==> config.mk <==
export PLATFORM = sky130hd
export DESIGN_NAME = board_writer
export DESIGN_NICKNAME = d
export VERILOG_FILES = /design/src/rtl/board_writer.sv
export SDC_FILE = /design/constraint.sdc
export NUM_CORES = 1
export LEC_CHECK = 0
export CAP_MARGIN = 5
export CORE_UTILIZATION = 45
export DETAILED_ROUTE_END_ITERATION = 12
export GPL_TIMING_DRIVEN = 0
export PLACE_DENSITY = 0.75
export SYNTH_ARGS = -nofsm -noshare
export SYNTH_HDL_FRONTEND = slang
export SYNTH_SLANG_ARGS = --single-unit
export TNS_END_PERCENT = 30
==> constraint.sdc <==
create_clock -name clk -period 4.4 [get_ports clk]
set_input_delay 0.66 -clock clk [delete_from_list [all_inputs] [get_ports clk]]
set_output_delay 0.66 -clock clk [all_outputs]
set_load 0.01 [all_outputs]
==> src/rtl/board_writer.sv <==
// -----------------------------------------------------------------------------
// board_writer
//
// Purpose:
//   Owns the Connect Four board registers (occupancy + owner per cell) and is
//   the only writer of them. A column drop is scanned upward from row 0 until
//   the first empty cell is found, then the current player's piece is written
//   there and the turn passes to the other player. The win checkers read
//   board_onoff / board_player directly.
//
//   Cell index = row*COLS + col, row 0 at the bottom, so every row is a
//   contiguous COLS-bit slice of the board vectors.
//
// Optional feature:
//   BOARD_UNDO_EN - adds undo_req and a one-level undo of the last move.
//
// Ports:
//   clk            in   rising-edge clock
//   resetn         in   synchronous active-low reset
//   new_game       in   synchronous board clear (same effect as reset)
//   drop_req       in   drop request, sampled in IDLE only
//   drop_col       in   target column, 0 = leftmost
//   win_in         in   game locked; new drops are rejected while high
//   undo_req       in   (BOARD_UNDO_EN only) undo the last move
//   board_player   out  owner bit per cell, 1 = player 1
//   board_onoff    out  occupancy bit per cell
//   current_player out  player whose turn it is
//   busy           out  FSM not in IDLE
//   drop_ack       out  one-cycle pulse: piece written (or undo done)
//   drop_err       out  one-cycle pulse: request rejected
//   last_row       out  row of the last written piece
//   last_col       out  column of the last written piece
//   board_full     out  every cell occupied
//   dbg_state      out  current FSM state encoding
//
// Handshake: the requester raises drop_req (or undo_req) and keeps the
// request stable until the matching drop_ack or drop_err pulse, then drops it.
// Requests seen while busy are ignored, never queued; a request still high on
// a later IDLE cycle is taken as a new request.
// -----------------------------------------------------------------------------
module board_writer #(
  parameter int COLS  = 7,
  parameter int ROWS  = 6,
  parameter int COL_W = 3
) (
  input  logic                   clk,
  input  logic                   resetn,
  input  logic                   new_game,
  input  logic                   drop_req,
  input  logic [COL_W-1:0]       drop_col,
  input  logic                   win_in,
`ifdef BOARD_UNDO_EN
  input  logic                   undo_req,
`endif
  output logic [ROWS*COLS-1:0]   board_player,
  output logic [ROWS*COLS-1:0]   board_onoff,
  output logic                   current_player,
  output logic                   busy,
  output logic                   drop_ack,
  output logic                   drop_err,
  output logic [2:0]             last_row,
  output logic [COL_W-1:0]       last_col,
  output logic                   board_full,
  output logic [2:0]             dbg_state
);

  localparam int IDX_W = $clog2(ROWS*COLS);

  typedef enum logic [2:0] {
    S_IDLE  = 3'd0,
    S_SCAN  = 3'd1,
    S_WRITE = 3'd2,
    S_ERR   = 3'd3,
    S_UNDO  = 3'd4
  } state_t;

  state_t r_state;
  state_t w_next;

  logic [ROWS*COLS-1:0] r_onoff;
  logic [ROWS*COLS-1:0] r_player;
  logic                 r_cur;
  logic [2:0]           r_row;
  logic [COL_W-1:0]     r_col;
  logic [2:0]           r_last_row;
  logic [COL_W-1:0]     r_last_col;
  logic                 r_ack;
  logic                 r_err;

  logic [IDX_W-1:0]     w_idx;
  logic                 w_cell_on;
  logic                 w_col_bad;
  logic                 w_top_row;
  logic                 w_accept;
  logic                 w_scan_adv;
  logic                 w_undo_go;

`ifdef BOARD_UNDO_EN
  logic                 r_last_valid;
  logic [IDX_W-1:0]     w_last_idx;
  assign w_last_idx = IDX_W'(r_last_row) * IDX_W'(COLS) + IDX_W'(r_last_col);
`endif

  // Cell currently addressed by the scan.
  assign w_idx     = IDX_W'(r_row) * IDX_W'(COLS) + IDX_W'(r_col);
  assign w_cell_on = r_onoff[w_idx];
  assign w_top_row = (r_row == 3'(ROWS-1));
  // One extra bit so the compare still works when COLS == 2**COL_W.
  assign w_col_bad = ({1'b0, drop_col} >= (COL_W+1)'(COLS));

  // ---------------------------------------------------------------------------
  // FSM: state register
  // ---------------------------------------------------------------------------
  always_ff @(posedge clk) begin
    if (!resetn || new_game) r_state <= S_IDLE;
    else                     r_state <= w_next;
  end

  // ---------------------------------------------------------------------------
  // FSM: next-state logic
  // ---------------------------------------------------------------------------
  always_comb begin
    w_next = r_state;
    case (r_state)
      S_IDLE: begin
`ifdef BOARD_UNDO_EN
        // Undo wins over a simultaneous drop and is allowed in a locked game.
        if (undo_req) begin
          w_next = r_last_valid ? S_UNDO : S_ERR;
        end else
`endif
        if (drop_req) begin
          w_next = (w_col_bad || win_in) ? S_ERR : S_SCAN;
        end
      end
      S_SCAN: begin
        if (!w_cell_on)     w_next = S_WRITE;
        else if (w_top_row) w_next = S_ERR;
        else                w_next = S_SCAN;
      end
      S_WRITE: w_next = S_IDLE;
      S_ERR:   w_next = S_IDLE;
      S_UNDO:  w_next = S_IDLE;
      default: w_next = S_IDLE;
    endcase
  end

  // ---------------------------------------------------------------------------
  // FSM: output decode (control strobes for the datapath)
  // ---------------------------------------------------------------------------
  always_comb begin
    busy       = (r_state != S_IDLE);
    w_accept   = 1'b0;
    w_scan_adv = 1'b0;
    w_undo_go  = 1'b0;
    if (r_state == S_IDLE && w_next == S_SCAN) w_accept = 1'b1;
    if (r_state == S_SCAN && w_cell_on && !w_top_row) w_scan_adv = 1'b1;
    if (r_state == S_UNDO) w_undo_go = 1'b1;
  end

  // ---------------------------------------------------------------------------
  // Datapath: board, turn, last move and response pulses.
  // Acks/errs are registered on leaving WRITE/ERR/UNDO, so they appear in
  // the first IDLE cycle after the action.
  // ---------------------------------------------------------------------------
  always_ff @(posedge clk) begin
    if (!resetn || new_game) begin
      r_onoff    <= '0;
      r_player   <= '0;
      r_cur      <= 1'b1;
      r_row      <= '0;
      r_col      <= '0;
      r_last_row <= '0;
      r_last_col <= '0;
      r_ack      <= 1'b0;
      r_err      <= 1'b0;
`ifdef BOARD_UNDO_EN
      r_last_valid <= 1'b0;
`endif
    end else begin
      r_ack <= 1'b0;
      r_err <= 1'b0;
      if (w_accept) begin
        r_col <= drop_col;
        r_row <= '0;
      end
      if (w_scan_adv) r_row <= r_row + 3'd1;
      if (r_state == S_WRITE) begin
        r_onoff[w_idx]  <= 1'b1;
        r_player[w_idx] <= r_cur;
        r_cur           <= ~r_cur;
        r_last_row      <= r_row;
        r_last_col      <= r_col;
        r_ack           <= 1'b1;
`ifdef BOARD_UNDO_EN
        r_last_valid    <= 1'b1;
`endif
      end
      if (r_state == S_ERR) r_err <= 1'b1;
`ifdef BOARD_UNDO_EN
      if (w_undo_go) begin
        r_onoff[w_last_idx]  <= 1'b0;
        r_player[w_last_idx] <= 1'b0;
        r_cur                <= ~r_cur;
        r_ack                <= 1'b1;
        r_last_valid         <= 1'b0;
      end
`endif
    end
  end

`ifndef BOARD_UNDO_EN
  // UNDO is unreachable in this build; the strobe exists only for symmetry.
  logic w_unused;
  assign w_unused = w_undo_go;
`endif

  assign board_onoff    = r_onoff;
  assign board_player   = r_player;
  assign current_player = r_cur;
  assign drop_ack       = r_ack;
  assign drop_err       = r_err;
  assign last_row       = r_last_row;
  assign last_col       = r_last_col;
  assign board_full     = &r_onoff;
  assign dbg_state      = r_state;

endmodule
==> reports/results.md, run 1 <==
| Result | Value | Unit |
|---|---|---|
| Status | complete, no violations | - |
| Wire length reported by the detailed router | 13220 | microns |
| Post-Route Setup TNS | 0 | ns |
| Slew @ Worst Pin | 0.6883 | ns |
| IO Count | 106 | - |
| Setup slack on the worst flop-to-flop path | 0.23 | ns |
| Cell type group with the largest total delay on the critical path | adder cells | - |
| Final Critical Period | 4.167 | ns |
| Largest buffer count on any clock path | 2 | - |
| Max stage delay cell, worst path | sky130_fd_sc_hd__fa_1 | - |
| Capture endpoint of the worst hold path | last_col[2] | - |
| Via count of the first global-routing pass | 4146 | - |
| Antenna violations before repair | 0 | - |
| Final core utilization | 0.6206 | - |
| Total global routing overflow | 0 | - |
| End of the worst register-to-register path | r_row[2] | - |
| Post-synth design cell area | 0.004418 | sq mm |
| Clock root buffer master | sky130_fd_sc_hd__clkbuf_8 | - |
| Seq cells post-synth | 102 | - |
| Number of clock sinks seen by CTS | 102 | - |
| Count of unresolved DRC violations after routing | 0 | - |
| Worst hold path depth | 2 | - |
| CP max stage delay | 0.79 | ns |
| Final #Nets | 646 | - |
| Port Buffers | 105 | - |
| Global-route total usage across every layer | 0.2705 | - |
| Setup Crit Path Kind | reg -> reg | - |
| Count of unique library cells instantiated by Yosys | 48 | - |
| Layout area overhead | 31.63 | % |
| Count of buffering cells on the critical path with inverters included | 3 | - |
| Worst path required time | 4.67 | ns |
| Top achievable clock speed | 240.0 | MHz |
| CP cell instances | fa_1, inv_1, fa_1, inv_1, fa_1, buf_2, mux4_2, nand3b_1, nand3_1, a2bb2oi_1, a221o_1, a211oi_2, a41o_1 | - |
| Count of endpoints failing hold in the final timing report | 0 | - |
| Hold path start | last_col[2] | - |
| Count of TritonRoute iterations in the first routing pass | 4 | - |
| PD cells | 268.1 | mW/mm^2 |
| Worst Reg-to-Reg Cells | 13 | - |
| Synthesis Warnings | 0 | - |
| Crit path max fanout | 10 | - |
| Crit-path most repeated cell | sky130_fd_sc_hd__fa_1 | - |
| Worst EP arrival | 4.43 | ns |
| Sequential share of the synthesized area | 0.4622 | - |
| Worst supply voltage drop on vdd | 0.0001653 | V |
| Number of rows created at floorplan | 35 | - |
| Clock tree from TritonCTS | built | - |
| Die height | 101.1 | microns |
| Synthesized Nets | 531 | - |
| R2R Path Start | r_row[0] | - |
| Maximum Capacitance Violations | 0 | - |
| Number of enable flip-flop cells after synthesis | 0 | - |
| Leading cell type in the layout, fill and taps excluded | sky130_fd_sc_hd__clkdlybuf4s50_1 | - |
| DP HPWL | 9475 | microns |
| Drt via density | 5.567 | - |
| Overall die area | 0.01022 | sq mm |
| Clock input transition at the sequential cells of the worst setup and hold paths | 0.10 | ns |
| Starting Density | 0.4714 | - |
| Chip Width | 101.1 | microns |
| Share of post-route cells with drive strength above 1 | 0.06051 | - |
| Number of cells produced by synthesis | 508 | - |
| Antenna Violating Nets Remaining | 0 | - |
| TritonCTS buffer count | 9 | - |
| Antenna fix cells | 0 | - |
| Total number of vias | 4214 | - |
| Most used cells in the layout excluding fill and tap cells | sky130_fd_sc_hd__clkdlybuf4s50_1, sky130_fd_sc_hd__dfxtp_1, sky130_fd_sc_hd__nor2_1, sky130_fd_sc_hd__nand2_1, sky130_fd_sc_hd__a21oi_1 | - |
| Routed length per placed instance | 17.47 | microns |
| Clk_lat worst skew | 0.38 | ns |
| Setup repair after global routing missed its margin | no | - |
| Clk_skew | 0.01328 | ns |
| Final worst path period share | 0.9470 | - |
| Async set-or-reset flop fraction in the synthesized netlist | 0 | - |
| Core Area | 0.009371 | sq mm |
| Cell leakage power | 1.974 | nW |
| Main flop type after synthesis | sky130_fd_sc_hd__dfxtp_1 | - |
| Final weighted congestion of routability-driven global placement | 0.9097 | - |
| First element of the critical path | r_row[0] | - |
| Crit. End Element | flop | - |
| Class of the tightest hold or removal check | reg -> reg | - |
| Count of buffers added by post-CTS timing repair for setup | 0 | - |
| Synthesized area per cell | 8.697 | sq um |
| H-tree depth | 3 | - |
| Number of setup violations in the final report | 0 | - |
| Global-route wire length before repair | 20800 | microns |
| Relative slew slack | 0.5398 | - |
| Largest net degree at the start of global routing | 19 | - |
| Crit path launch type | flop | - |
| Violation count after the first detailed-routing iteration | 222 | - |
| Max-slew violations | 0 | - |
-- power by group --
group	internal, W	total [W]	switching, W	leakage (nW)
clock network	0.000231	0.000585	0.000354	0.0992
registers	0.000924	0.000926	0.00000170	0.822
logic	0.0000171	0.0000487	0.0000316	1.05
-- stage by stage --
step / worst slack (ns) / area (sq um) / instances / power [W] / hold slack (ns)
5_1_grt: 0.02662 / 5816 / 757 / 0.001604 / 0.4714
2_1_floorplan: 0.6453 / 4418 / 508 / 0.0009724 / 0.4445
4_1_cts: 0.1162 / 5819 / 758 / 0.001561 / 0.4624
3_5_place_dp: 0.1379 / 5630 / 742 / 0.0009951 / 0.4481
6_report: 0.2334 / 5816 / 757 / 0.001559 / 0.4582
3_3_place_gp: 0.2014 / 5630 / 742 / 0.0009944 / 0.4434
-- sequential cells by signal, summed over array words and instances (netlist names) --
register        flops
board_onoff        42
board_player       42
dbg_state           3
last_col            3
last_row            3
r_col               3
r_row               3
current_player      1
drop_ack            1
drop_err            1
-- Yosys cell counts (5+ instances only) --
master                     number  area, sq um
sky130_fd_sc_hd__ha_1          11        137.6
sky130_fd_sc_hd__a21oi_1       48        240.2
sky130_fd_sc_hd__nand2_1       63        236.5
sky130_fd_sc_hd__buf_2          5        25.02
sky130_fd_sc_hd__o21ai_0       16        80.08
sky130_fd_sc_hd__mux4_2        10        225.2
sky130_fd_sc_hd__o21a_1        25        187.7
sky130_fd_sc_hd__nand4_1       13        81.33
sky130_fd_sc_hd__clkbuf_1      22        82.58
sky130_fd_sc_hd__o21ai_1       24        120.1
sky130_fd_sc_hd__nor2_1        86        322.8
sky130_fd_sc_hd__dfxtp_1      102         2042
sky130_fd_sc_hd__mux2i_1       10        100.1
sky130_fd_sc_hd__inv_1         12        45.04
sky130_fd_sc_hd__nand3_1       10        50.05
-- cell type report --
type                            instances  area (sq um)
Multi-Input combinational cell        364          2193
Timing Repair Buffer                  105          1051
Clock buffer                           10         137.6
Clock inverter                          6         51.30
Inverter                               12         45.04
Buffer                                 29         133.9
Tap cell                              129         161.4
Fill cell                             855          3556
Sequential cell                       102          2042
-- how the worst max path moves through the flow --
stage,end,depth (start not counted)
after floorplan,r_row[2],14
after global placement,r_row[2],14
after detailed placement,r_row[2],14
after CTS,r_row[2],14
after global routing,r_row[2],13
final,r_row[2],13
-- worst register-to-register path, cell delays in order (launching register included) --
cell and delay, ns:
sky130_fd_sc_hd__dfxtp_1 0.42, sky130_fd_sc_hd__fa_1 0.57, sky130_fd_sc_hd__inv_1 0.06, sky130_fd_sc_hd__fa_1 0.50
sky130_fd_sc_hd__inv_1 0.07, sky130_fd_sc_hd__fa_1 0.79, sky130_fd_sc_hd__buf_2 0.29, sky130_fd_sc_hd__mux4_2 0.32
sky130_fd_sc_hd__nand3b_1 0.10, sky130_fd_sc_hd__nand3_1 0.09, sky130_fd_sc_hd__a2bb2oi_1 0.26, sky130_fd_sc_hd__a221o_1 0.33
sky130_fd_sc_hd__a211oi_2 0.05, sky130_fd_sc_hd__a41o_1 0.21
-- cell families after synthesis --
logic type,count (synthesis),share of synthesized area
compound gates,127,0.1694
xor+xnor,3,0.007648
fa+ha+maj,15,0.04928
buf+inv,42,0.04134
flops,102,0.4622
mux,21,0.07618
other cells,1,0.0008488
simple gates,197,0.1932
-- layer usage --
metal / vias to the layer above / global-route usage / part of all wire
li1: 1982 / - / -
met1: 2020 / 0.3454 / 0.43
met2: 188 / 0.4349 / 0.47
met3: 24 / 0.06865 / 0.078
met4: 0 / 0.1126 / 0.024
met5: - / 0 / 0
-- repair_timing --
item / 4_1_cts / 5_1_grt
resized for setup: 0 / 0
setup endpoints to repair: 0 / 3
hold endpoints to repair: 0 / 0
hold buffers: 0 / 0
Note: power is estimated with default switching activity, not from simulation.
==> run 2, diff against run 1 <==
- PLACE_DENSITY: 0.75 -> 0.77
- SLEW_MARGIN: unset -> 20
- clock period: 4.4 -> 3.6 ns (I/O delays scaled with it)
==> run 2 against run 1 <==
  * Via count rose by 4.4%
  * Sequential cell count did not move
  * Clock skew hardly changed
  * Critical endpoint unchanged
  * Routed wire length increased by 2.3%
  * Largest cell class unchanged
  * Maximum frequency increased by 11%
  * Largest power group unchanged
  * Worst setup slack got worse by 0.39 ns
  * Power grew 21%
  * Clock power grew 18%
  * Combinational power is 26% higher
  * The flow now finishes with violations (negative setup slack)
  * First-iteration DRC count grew 58%
==> reports/results.md, run 2 (synthesis gave the netlist of run 1 again) <==
| Result | Value | Unit | Change |
|---|---|---|---|
| Status | finished with violations | - | was complete, no violations |
| Violated checks | negative setup slack | - |  |
| Filler cell count in the final layout | 786 | - | was 855 |
| Worst supply voltage drop on vdd | 0.0002258 | V | was 0.0001653 V |
| Maximum Capacitance Violations | 0 | - | unchanged |
| Count of unresolved DRC violations after routing | 0 | - | unchanged |
| Cell leakage power | 2.041 | nW | was 1.974 nW |
| Sw Ratio | 0.2499 | - | was 0.2484 |
| End of the worst register-to-register path | r_row[2] | - | unchanged |
| Count of endpoints failing hold in the final timing report | 0 | - | unchanged |
| Clk_skew | 0.01324 | ns | was 0.01328 ns |
| Number of rows created at floorplan | 35 | - | unchanged |
| Drt via density | 5.716 | - | was 5.567 |
| Leading cell type in the layout, fill and taps excluded | sky130_fd_sc_hd__clkdlybuf4s50_1 | - | unchanged |
| Largest net degree at the start of global routing | 19 | - | unchanged |
| Routed length per placed instance | 17.57 | microns | was 17.47 microns |
| Worst path required time | 3.91 | ns | was 4.67 ns |
| Crit path launch type | flop | - | unchanged |
| Antenna Violating Nets Remaining | 0 | - | unchanged |
| Logic pwr share | 0.033 | - | was 0.031 |
| Sw power | 0.0004697 | W | was 0.0003873 W |
| Setup Crit Path Kind | reg -> reg | - | unchanged |
| Max stage delay cell, worst path | sky130_fd_sc_hd__fa_1 | - | unchanged |
| Global-route total usage across every layer | 0.2774 | - | was 0.2705 |
| Starting Density | 0.4714 | - | unchanged |
| Number of clock sinks seen by CTS | 102 | - | unchanged |
| Chip Width | 101.1 | microns | unchanged |
| Clk_lat worst skew | 0.38 | ns | about the same |
| Core Area | 0.009371 | sq mm | unchanged |
| Max-slew violations | 0 | - | unchanged |
| Largest buffer count on any clock path | 2 | - | unchanged |
| Clock Power Share | 0.366 | - | was 0.375 |
| Setup repair after global routing missed its margin | yes | - | was no |
| Clock root buffer master | sky130_fd_sc_hd__clkbuf_8 | - | unchanged |
| Global-route layer with the greatest usage | met2 | - | unchanged |
| Antenna violations before repair | 0 | - | unchanged |
| Capture endpoint of the worst hold path | last_col[2] | - | unchanged |
| Layout area overhead | 37.55 | % | was 31.63% |
| Die height | 101.1 | microns | unchanged |
| GRT met3 Usage | 0.06657 | - | was 0.06865 |
| Slew @ Worst Pin | 0.6829 | ns | was 0.6883 ns |
| Share of post-route cells with drive strength above 1 | 0.1248 | - | was 0.06051 |
| Clock input transition at the sequential cells of the worst setup and hold paths | 0.10 | ns | about the same |
| Worst path setup slack after routing | -0.1529 | ns | was 0.2334 ns |
| PD cells | 309.3 | mW/mm^2 | was 268.1 mW/mm^2 |
| Met2 Use GR | 0.4579 | - | was 0.4349 |
| Most used cells in the layout excluding fill and tap cells | sky130_fd_sc_hd__clkdlybuf4s50_1, sky130_fd_sc_hd__dfxtp_1, sky130_fd_sc_hd__nor2_1, sky130_fd_sc_hd__nand2_1, sky130_fd_sc_hd__a21oi_1 | - | unchanged |
| TritonCTS buffer count | 9 | - | unchanged |
| H-tree depth | 3 | - | unchanged |
| Seq pwr share | 0.601 | - | was 0.594 |
| Violation count after the first detailed-routing iteration | 351 | - | was 222 |
| Post-route worst hold slack | 0.4591 | ns | was 0.4582 ns |
| Crit path max fanout | 7 | - | was 10 |
| Final Critical Period | 3.753 | ns | was 4.167 ns |
| Relative slew slack | 0.5447 | - | was 0.5398 |
| Total number of vias | 4401 | - | was 4214 |
| Post-Layout Cell Count | 770 | - | was 757 |
| DP HPWL | 9406 | microns | was 9475 microns |
| Hold path start | last_col[2] | - | unchanged |
| Overall power consumption | 0.001880 | W | was 0.001559 W |
| Placed Instances | 742 | - | unchanged |
| Number of setup violations in the final report | 12 | - | was 0 |
| Cell-internal power | 0.001410 | W | was 0.001172 W |
| Global-route wire length before repair | 21490 | microns | was 20800 microns |
| Wire length reported by the detailed router | 13530 | microns | was 13220 microns |
| CP cell instances | fa_1, inv_2, fa_1, inv_2, fa_2, buf_8, mux4_2, mux2i_1, a2111o_1, a221o_2, a211oi_2, a41o_1 | - | was fa_1, inv_1, fa_1, inv_1, fa_1, buf_2, mux4_2, nand3b_1, nand3_1, a2bb2oi_1, a221o_1, a211oi_2, a41o_1 |
| Worst EP arrival | 4.06 | ns | was 4.43 ns |
| Worst hold path depth | 2 | - | unchanged |
| Overall die area | 0.01022 | sq mm | unchanged |
| Final weighted congestion of routability-driven global placement | 0.8904 | - | was 0.9097 |
| IO Count | 106 | - | unchanged |
| Hold Buf Count CTS | 0 | - | unchanged |
| Final #Nets | 660 | - | was 646 |
| Setup slack on the worst flop-to-flop path | -0.15 | ns | was 0.23 ns |
| Clock tree from TritonCTS | built | - | unchanged |
| CP max stage delay | 0.56 | ns | was 0.79 ns |
| R2R Path Start | r_row[1] | - | was r_row[0] |
| Total global routing overflow | 0 | - | unchanged |
| Port Buffers | 105 | - | unchanged |
| Antenna fix cells | 0 | - | unchanged |
| Count of TritonRoute iterations in the first routing pass | 7 | - | was 4 |
| Crit. End Element | flop | - | unchanged |
| Class of the tightest hold or removal check | reg -> reg | - | unchanged |
| Via count of the first global-routing pass | 4319 | - | was 4146 |
| Final worst path period share | 1.042 | - | was 0.9470 |
| Worst Reg-to-Reg Cells | 12 | - | was 13 |
| Global routing usage on met1 | 0.3573 | - | was 0.3454 |
| Top achievable clock speed | 266.5 | MHz | was 240.0 MHz |
[run 2: worst max-delay path by stage]
stage / depth (start not counted) / startpoint / slack (ns) / endpoint
CTS: 15 / r_row[1] / -0.16 / r_row[2]
floorplan: 13 / r_row[0] / 0.02 / r_row[2]
global placement: 13 / r_row[2] / -0.29 / r_row[2]
finish: 12 / r_row[1] / -0.15 / r_row[2]
global route: 15 / r_row[1] / -0.25 / r_row[2]
detailed placement: 13 / r_row[2] / -0.38 / r_row[2]
[run 2: area by class of cell]
| class | count | area, sq um | area share |
|---|---|---|---|
| clock inverter | 6 | 52.55 | 0.008647 |
| sequential | 102 | 2053 | 0.3379 |
| multi-input combinational | 364 | 2307 | 0.3797 |
| buffer | 30 | 165.2 | 0.02718 |
| timing repair buffer | 118 | 1169 | 0.1923 |
| clock buffer | 9 | 123.9 | 0.02038 |
| inverter | 12 | 45.04 | 0.007412 |
| tap | 129 | 161.4 | 0.02656 |
[run 2: layer usage]
metal,share of wire,routed length [microns]
met1,0.42,5660
met2,0.47,6421
met3,0.093,1252
met4,0.014,193
met5,0,0
[run 2: worst max-delay path, delay by kind of cell, from the launching register on]
kind                       cells  cell delay, ns
AOI/OAI and AO/OA              4            1.17
adders and majority gates      3            1.66
buffers and inverters          3            0.24
DFF                            1            0.37
muxes                          2            0.26
[run 2: power groups by stage]
stage | clock network [W] | logic, W | registers [W]
detailed placement | 0 | 0.0000585 | 0.00116
floorplan | 0 | 0.0000311 | 0.00116
finish | 0.000689 | 0.0000616 | 0.00113
CTS | 0.000691 | 0.0000596 | 0.00113
global route | 0.000738 | 0.0000656 | 0.00113
global placement | 0 | 0.0000578 | 0.00116
[run 2: through the flow]
stage	util	cell area [sq um]	setup slack [ns]	TNS [ns]
floorplan	-	4433	0.02155	0
global placement	0.6024	5645	-0.2883	-3.205
detailed placement	0.6024	5645	-0.3823	-5.601
CTS	0.6356	5957	-0.1597	-0.3244
global route	0.6485	6077	-0.2527	-5.247
finish	0.6485	6077	-0.1529	-0.6797
[run 2: what timing repair did]
item,CTS,global route
gates resized for setup,16,30
buffers inserted,8,5
endpoints found under the setup margin,57,60
pin swaps,11,11
gates cloned,0,0
==> run 3, diff against run 2 <==
- CTS_CLUSTER_DIAMETER: unset -> 40
- REMOVE_ABC_BUFFERS: unset -> 1
==> run 3 against run 2 <==
  * The flow still finishes with violations (negative setup slack)
  * Final area decreased by 1.9%
  * Routed wire length down 8.8%
  * Worst setup slack improved by 0.054 ns
  * Sequential power about the same
  * Combinational power is essentially flat
  * Register-to-register slack better by 0.05 ns
  * Non-clock buffer count decreased by 29
  * Critical path type unchanged
  * Highest routed layer unchanged
==> reports/results.md, run 3 (synthesis gave the netlist of run 1 again) <==
| Result | Value | Unit | Change |
|---|---|---|---|
| Most used cells in the layout excluding fill and tap cells | sky130_fd_sc_hd__clkdlybuf4s50_1, sky130_fd_sc_hd__dfxtp_1, sky130_fd_sc_hd__nor2_1, sky130_fd_sc_hd__nand2_1, sky130_fd_sc_hd__a21oi_1 | - | unchanged |
| Worst supply voltage drop on vdd | 0.0002219 | V | was 0.0002258 V |
| PD cells | 318.3 | mW/mm^2 | was 309.3 mW/mm^2 |
| Worst path setup slack after routing | -0.09908 | ns | was -0.1529 ns |
| Core Area | 0.009371 | sq mm | unchanged |
| Sw power | 0.0004615 | W | was 0.0004697 W |
| Violation count after the first detailed-routing iteration | 292 | - | was 351 |
| CP cell instances | fa_1, inv_1, fa_1, inv_2, fa_2, buf_12, mux4_2, mux2i_1, mux2_4, a2bb2oi_4, a221o_1, a211oi_2, a41o_1 | - | was fa_1, inv_2, fa_1, inv_2, fa_2, buf_8, mux4_2, mux2i_1, a2111o_1, a221o_2, a211oi_2, a41o_1 |
| Layout area overhead | 34.89 | % | was 37.55% |
| Crit path max fanout | 6 | - | was 7 |
| Global-route wire length before repair | 19530 | microns | was 21490 microns |
| Leading cell type in the layout, fill and taps excluded | sky130_fd_sc_hd__clkdlybuf4s50_1 | - | unchanged |
| Max-slew violations | 0 | - | unchanged |
| Count of TritonRoute iterations in the first routing pass | 5 | - | was 7 |
| Share of post-route cells with drive strength above 1 | 0.1028 | - | was 0.1248 |
| Antenna Violating Nets Remaining | 0 | - | unchanged |
| Overall power consumption | 0.001897 | W | was 0.001880 W |
| Number of rows created at floorplan | 35 | - | unchanged |
| Area of combinational cells with multiple inputs | 0.002282 | sq mm | was 0.002307 sq mm |
| Final weighted congestion of routability-driven global placement | 0.8232 | - | was 0.8904 |
| Sw Ratio | 0.2433 | - | was 0.2499 |
| Port Buffers | 105 | - | unchanged |
| Relative slew slack | 0.4304 | - | was 0.5447 |
| Violated checks | negative setup slack | - | unchanged |
| IO Count | 106 | - | unchanged |
| Overall die area | 0.01022 | sq mm | unchanged |
| Number of clock sinks seen by CTS | 102 | - | unchanged |
| Cell-internal power | 0.001435 | W | was 0.001410 W |
| Drt via density | 5.582 | - | was 5.716 |
| Class of the tightest hold or removal check | reg -> reg | - | unchanged |
| Seq pwr share | 0.596 | - | was 0.601 |
| Top achievable clock speed | 270.3 | MHz | was 266.5 MHz |
| Setup repair after global routing missed its margin | yes | - | unchanged |
| Count of endpoints failing hold in the final timing report | 0 | - | unchanged |
| Worst path required time | 3.87 | ns | was 3.91 ns |
| Hold Buf Count CTS | 0 | - | unchanged |
| Total number of vias | 4142 | - | was 4401 |
| Filler cell count in the final layout | 819 | - | was 786 |
| Clk_skew | 0.008286 | ns | was 0.01324 ns |
| Via count of the first global-routing pass | 3975 | - | was 4319 |
| Die height | 101.1 | microns | unchanged |
| Setup slack on the worst flop-to-flop path | -0.1 | ns | was -0.15 ns |
| Clock root buffer master | sky130_fd_sc_hd__clkbuf_8 | - | unchanged |
| Number of setup violations in the final report | 4 | - | was 12 |
| Maximum Capacitance Violations | 0 | - | unchanged |
| Cell leakage power | 2.038 | nW | was 2.041 nW |
| Crit. End Element | flop | - | unchanged |
| DP HPWL | 8445 | microns | was 9406 microns |
| Largest net degree at the start of global routing | 43 | - | was 19 |
| Antenna fix cells | 0 | - | unchanged |
| TritonCTS buffer count | 9 | - | unchanged |
| Status | finished with violations | - | unchanged |
| Clock input transition at the sequential cells of the worst setup and hold paths | 0.10 | ns | about the same |
| Clock tree from TritonCTS | built | - | unchanged |
| Register area | 0.002052 | sq mm | was 0.002053 sq mm |
| Count of unresolved DRC violations after routing | 0 | - | unchanged |
| Worst EP arrival | 3.97 | ns | was 4.06 ns |
| Final core utilization | 0.6359 | - | was 0.6485 |
| Global-route total usage across every layer | 0.2460 | - | was 0.2774 |
| Max stage delay cell, worst path | sky130_fd_sc_hd__fa_2 | - | was sky130_fd_sc_hd__fa_1 |
| H-tree depth | 3 | - | unchanged |
| Starting Density | 0.4714 | - | unchanged |
| Final worst path period share | 1.028 | - | was 1.042 |
| Largest buffer count on any clock path | 2 | - | unchanged |
| Clk_lat worst skew | 0.37 | ns | was 0.38 ns |
| Total global routing overflow | 0 | - | unchanged |
| Final #Nets | 631 | - | was 660 |
| Slew @ Worst Pin | 0.8545 | ns | was 0.6829 ns |
| Setup Crit Path Kind | reg -> reg | - | unchanged |
| Antenna violations before repair | 0 | - | unchanged |
| Wire length reported by the detailed router | 12340 | microns | was 13530 microns |
| CP max stage delay | 0.59 | ns | was 0.56 ns |
| Clock Power Share | 0.372 | - | was 0.366 |
| Crit path launch type | flop | - | unchanged |
| Routed length per placed instance | 16.63 | microns | was 17.57 microns |
| Logic pwr share | 0.032 | - | was 0.033 |
| Chip Width | 101.1 | microns | unchanged |
| Final Critical Period | 3.699 | ns | was 3.753 ns |
| Crit-path most repeated cell | sky130_fd_sc_hd__fa_1 | - |  |
run 3: power by group through the flow:
stage	combinational, W	sequential [W]	clock [W]
global placement	0.0000497	0.00116	0
CTS	0.0000611	0.00113	0.000708
global route	0.0000658	0.00113	0.000767
detailed placement	0.0000593	0.00116	0
floorplan	0.0000258	0.00116	0
finish	0.0000614	0.00113	0.000705
run 3: cell type report:
class / count / share of cell area
Inverter: 12 / 0.007558
Clock buffer: 10 / 0.02309
Clock inverter: 6 / 0.009448
Sequential cell: 102 / 0.3443
Multi-Input combinational cell: 364 / 0.3830
Timing Repair Buffer: 119 / 0.2055
Tap cell: 129 / 0.02708
run 3: timing repair:
item                                    in CTS  in global routing
buffers inserted                            10                  1
gates resized for setup                     14                  7
pin swaps                                    6                  0
endpoints found under the setup margin      80                 60
run 3: stage by stage:
stage               instance area (sq um)  hold WS [ns]  std cells  setup slack, ns  TNS, ns
floorplan                            4280        0.4445        478          -0.2592  -0.7158
global placement                     5493        0.4418        712          -0.7829   -11.58
detailed placement                   5584        0.4545        715          -0.7555   -9.880
CTS                                  5914        0.4700        741         -0.07265  -0.1515
global route                         5959        0.4947        742          -0.1822  -0.6766
finish                               5959        0.4662        742         -0.09908  -0.2297
run 3: worst paths after layout:
kind / from / end / cells after the start
setup reg to reg: r_row[0] / r_row[2] / 13
setup / recovery: r_row[0] / r_row[2] / 13
hold reg to reg: last_row[2] / last_row[2] / 2
hold / removal: last_row[2] / last_row[2] / 2
run 3: metal layers:
layer | share of wire | global-route usage
met1 | 0.43 | 0.3202
met2 | 0.48 | 0.4055
met3 | 0.074 | 0.06103
met4 | 0.015 | 0.06800
met5 | 0 | 0
run 3: critical path: cells and delay by family, from the launching register on:
kind | cells | cell delay (ns)
flip-flops | 1 | 0.36
buffers and inverters | 3 | 0.23
multiplexers | 3 | 0.66
AO/OA/AOI/OAI | 4 | 0.73
adder cells (fa/ha/maj) | 3 | 1.62
